--- config.mk ---
export PLATFORM = sky130hd
export DESIGN_NAME = down_counter_timer
export DESIGN_NICKNAME = d
export VERILOG_FILES = /design/src/rtl/down_counter_timer.sv
export SDC_FILE = /design/constraint.sdc
export NUM_CORES = 1
export LEC_CHECK = 0
export CORE_AREA = 2 2 43 45
export DETAILED_ROUTE_END_ITERATION = 10
export DIE_AREA = 0 0 45 47
export PLACE_DENSITY = 0.76
export SKIP_LAST_GASP = 1
export SYNTH_ARGS = -nofsm -noshare
export SYNTH_HDL_FRONTEND = slang
export SYNTH_SLANG_ARGS = --single-unit
--- constraint.sdc ---
create_clock -name clk -period 2.7 [get_ports clk]
set_clock_uncertainty 0.15 [all_clocks]
set_input_delay 0.675 -clock clk [delete_from_list [all_inputs] [get_ports clk]]
set_output_delay 0.675 -clock clk [all_outputs]
set_load 0.02 [all_outputs]
--- src/rtl/down_counter_timer.sv ---
// Presettable synchronous down-counter/timer with ENP/ENT/BO cascade pins.
// Optional macro DOWN_COUNTER_TIMER_AUTORELOAD_EN turns it into a periodic ticker.
module down_counter_timer #(
  parameter int WIDTH   = 8,
  parameter int T_CLK2Q = 15,
  parameter int T_BO    = 10
) (
  input  logic             clk,
  input  logic             clr,
  input  logic             load_n,
  input  logic             enp,
  input  logic             ent,
  input  logic [WIDTH-1:0] P,
  output logic [WIDTH-1:0] Q,
  output logic             bo,
  output logic             running,
  output logic             expired
);

  typedef enum logic [1:0] {
    S_IDLE = 2'd0,
    S_RUN  = 2'd1,
    S_EXP  = 2'd2
  } state_e;

  localparam logic [WIDTH-1:0] ONE = WIDTH'(1);

  // Timing figures describe the board-level part; the RTL is zero-delay.
  if (WIDTH < 2 || T_CLK2Q < 0 || T_BO < 0) begin : g_bad_param
    $error("down_counter_timer: WIDTH must be >= 2, delays >= 0");
  end

  state_e           state_q, state_d;
  logic [WIDTH-1:0] q_q, q_d;
  logic             expired_q, expired_d;
  logic             cnt_en;
  logic             at_one;

`ifdef DOWN_COUNTER_TIMER_AUTORELOAD_EN
  logic [WIDTH-1:0] reload_q, reload_d;
`endif

  // Count only in RUN with both enables and no load this edge.
  assign cnt_en = load_n & enp & ent & (state_q == S_RUN);
  assign at_one = (q_q == ONE);

  // Next state: load beats count beats hold (clr handled in the register).
  always_comb begin
    q_d       = q_q;
    state_d   = state_q;
    expired_d = 1'b0;
`ifdef DOWN_COUNTER_TIMER_AUTORELOAD_EN
    reload_d  = reload_q;
`endif
    unique case (1'b1)
      !load_n: begin
        q_d     = P;
        state_d = (P == '0) ? S_EXP : S_RUN;
`ifdef DOWN_COUNTER_TIMER_AUTORELOAD_EN
        reload_d = P;
`endif
      end
      cnt_en && !at_one: begin
        q_d = q_q - ONE;
      end
      cnt_en && at_one: begin
        expired_d = 1'b1;
`ifdef DOWN_COUNTER_TIMER_AUTORELOAD_EN
        q_d       = reload_q;
`else
        q_d       = '0;
        state_d   = S_EXP;
`endif
      end
      default: begin
      end
    endcase
  end

  // State register with synchronous clear.
  always_ff @(posedge clk) begin
    if (clr) begin
      q_q       <= '0;
      state_q   <= S_IDLE;
      expired_q <= 1'b0;
`ifdef DOWN_COUNTER_TIMER_AUTORELOAD_EN
      reload_q  <= '0;
`endif
    end else begin
      q_q       <= q_d;
      state_q   <= state_d;
      expired_q <= expired_d;
`ifdef DOWN_COUNTER_TIMER_AUTORELOAD_EN
      reload_q  <= reload_d;
`endif
    end
  end

  assign Q       = q_q;
  assign running = (state_q == S_RUN);
  assign expired = expired_q;
  assign bo      = (q_q == '0) & ent;

endmodule

==> results.json <==
{
  "status": "finished, final reports clean",
  "wirelength_um": 1850,
  "routed-via-count": 792,
  "max_freq_ghz": 0.397,
  "core_mm2": 0.00165,
  "cts_buffers": 3,
  "grt_pass1_vias": 673,
  "yosys.area.top_type": "dfxtp_1",
  "ys_seq_elements": 11,
  "post-place-ws_ns": -0.0553,
  "reg2reg_setup_slack_ns": 0.93,
  "cts.htree.levels": 1,
  "synthFlopType": "dfxtp_1",
  "dieWidth_um": 45,
  "ant_nets": 0,
  "max-cap-violations": 0,
  "layout-drive-gt1-share": 0.102,
  "layout_common_cells": "22 x clkdlybuf4s50_1, 11 x dfxtp_1, 9 x nor2_1, 7 x nand2_1",
  "cts.sinks": 11,
  "hold_class": "reg2reg",
  "power_leakage_nw": 0.363,
  "synth_cells": 91,
  "clockBufferDepth": 2,
  "die_y_um": 47,
  "cts_root_buffer": "clkbuf_4",
  "async_reset_ff_frac": 0,
  "grt_overflow_total": 0,
  "synth_fp_nets": 106,
  "tightest_slew_ns": 0.469,
  "period_share": 0.934,
  "crit_slowest_cell": "dfxtp_1",
  "peakVddDrop_v": 0.000306,
  "total_power_mw": 0.440,
  "rsz0062_at_grt": "no",
  "cts_hold_buf": 0,
  "syn_avg_cell_area_um2": 7.73,
  "grt_usage": 0.199,
  "drv_slew": 0,
  "insertion_delay_ns": 0.27,
  "drc": 0,
  "grt_max_degree": 15,
  "fp-row-count": 15,
  "initial_core_util": 0.426,
  "cp-end-kind": "output pin",
  "dp.final_hpwl_um": 1430,
  "synth_area_leaders": "dfxtp_1 31%, nor2_1 4.8%, a31oi_1 4.4%",
  "nets": 134,
  "syn_area_um2": 703,
  "worstPathRequired_ns": 1.88,
  "max_slew_margin": 0.686,
  "worst_ep_arrival_time_ns": 1.70,
  "ys_seq_area_frac": 0.313,
  "crit_chain": "inv_1 -> ha_1 -> nor3b_2 -> and3_1 -> dlygate4sd2_1",
  "drt_iter0_markers": 16,
  "cts_tree": "yes",
  "period_needed_ns": 2.52,
  "portBuffers": 23,
  "ys_warn_count": 0,
  "antennaDiodeCount": 0,
  "utilization": 0.595,
  "worstPathMaxFanout": 5,
  "antenna_found_initial": 0,
  "clkTransAtPathRegs_ns": 0.07,
  "critPathKind": "reg2out",
  "final_common_cell": "clkdlybuf4s50_1",
  "power_density_mw_per_mm2": 448,
  "post_cts_buffers": 0,
  "worstSetupStartpointType": "register",
  "route.detailed.vias_per_inst": 5.87,
  "syn2layout_area_growth_pct": 39.7,
  "dieArea_mm2": 0.00212,
  "cpPeakStageDelay_ns": 0.41,
  "first_pass_iters": 4,
  "finalHoldViolCount": 0,
  "setup_viol": 0,
  "io_pins": 24,
  "worst_slack_ns": 0.179,
  "place_congestion": 0.828,
  "wire_per_inst_um": 13.7,
  "grt_pass1_wl_um": 2980,
  "synth_cell_types": 33,
  "yosysTopAreaCellShare": 0.313,
  "synth_edf_count": 0
}
## sequential cells by signal, indices dropped and copies added (netlist names)
name     cells
Q            8
state_q      2
expired      1
## synth_stat cells (2+ instances only)
library cell,number
dfxtp_1,11
nor2_1,9
nand2_1,7
a21oi_1,6
inv_1,6
nor3_1,6
a31oi_1,5
o21ai_0,4
nand3_1,3
nor3b_1,3
nor4_1,3
a211oi_1,2
and2_1,2
buf_2,2
ha_1,2
nor2b_1,2
o21ai_1,2
## worst max-delay path, delay by kind of cell, from the launching register on
family	cells	cell delay, ns
buffers and inverters	2	0.42
DFF	1	0.41
and+or+nand+nor	2	0.36
adders and majority gates	1	0.24
## final timing paths
| check | end | depth (start not counted) | startpoint |
|---|---|---|---|
| worst max-delay path | bo | 5 | Q[0]$_SDFFE_PP0P_ |
| worst min-delay path | Q[6]$_SDFFE_PP0P_ | 2 | Q[6]$_SDFFE_PP0P_ |
| worst max register to register | Q[5]$_SDFFE_PP0P_ | 4 | Q[2]$_SDFFE_PP0P_ |
| worst min register to register | Q[6]$_SDFFE_PP0P_ | 2 | Q[6]$_SDFFE_PP0P_ |
## logic make-up after synthesis
kind of cell             synth area share
AO/OA/AOI/OAI                       0.247
adder cells (fa/ha/maj)            0.0356
flip-flops                          0.313
AND/OR/NAND/NOR                     0.326
buffers and inverters              0.0783
## per-stage QoR
stage | instances | hold slack, ns | instance area, µm² | TNS, ns
floorplan | 91 | 0.343 | 703 | 0
global placement | 131 | 0.344 | 952 | -0.0390
detailed placement | 131 | 0.345 | 952 | -0.0553
CTS | 135 | 0.360 | 982 | 0
global route | 135 | 0.406 | 982 | 0
finish | 135 | 0.360 | 982 | 0
## power by group
group | internal, mW | switching, mW
sequential | 0.173 | 0.0120
clock | 0.0573 | 0.0590
combinational | 0.0683 | 0.0704
total | 0.298 | 0.141
## area by class of cell
class | instances | area (µm²)
flip-flops and latches | 11 | 220
repair buffers | 27 | 259
fillers | 153 | 669
multi-input cells | 70 | 433
well taps | 17 | 21.3
clock buffers | 4 | 26.3
inverters | 6 | 22.5
## what timing repair did
item,in CTS,in global routing
setup endpoints to repair,1,0
resized for setup,2,0
hold endpoints to repair,0,0
## layer usage
layer / vias up / GRT usage / wire, µm
met1: 356 / 0.267 / 825
li1: 393 / - / -
met4: 0 / 0.106 / 42
met5: - / 0 / 0
met2: 38 / 0.297 / 850
met3: 5 / 0.0462 / 127
No activity file was read; power rests on OpenSTA's default activity.
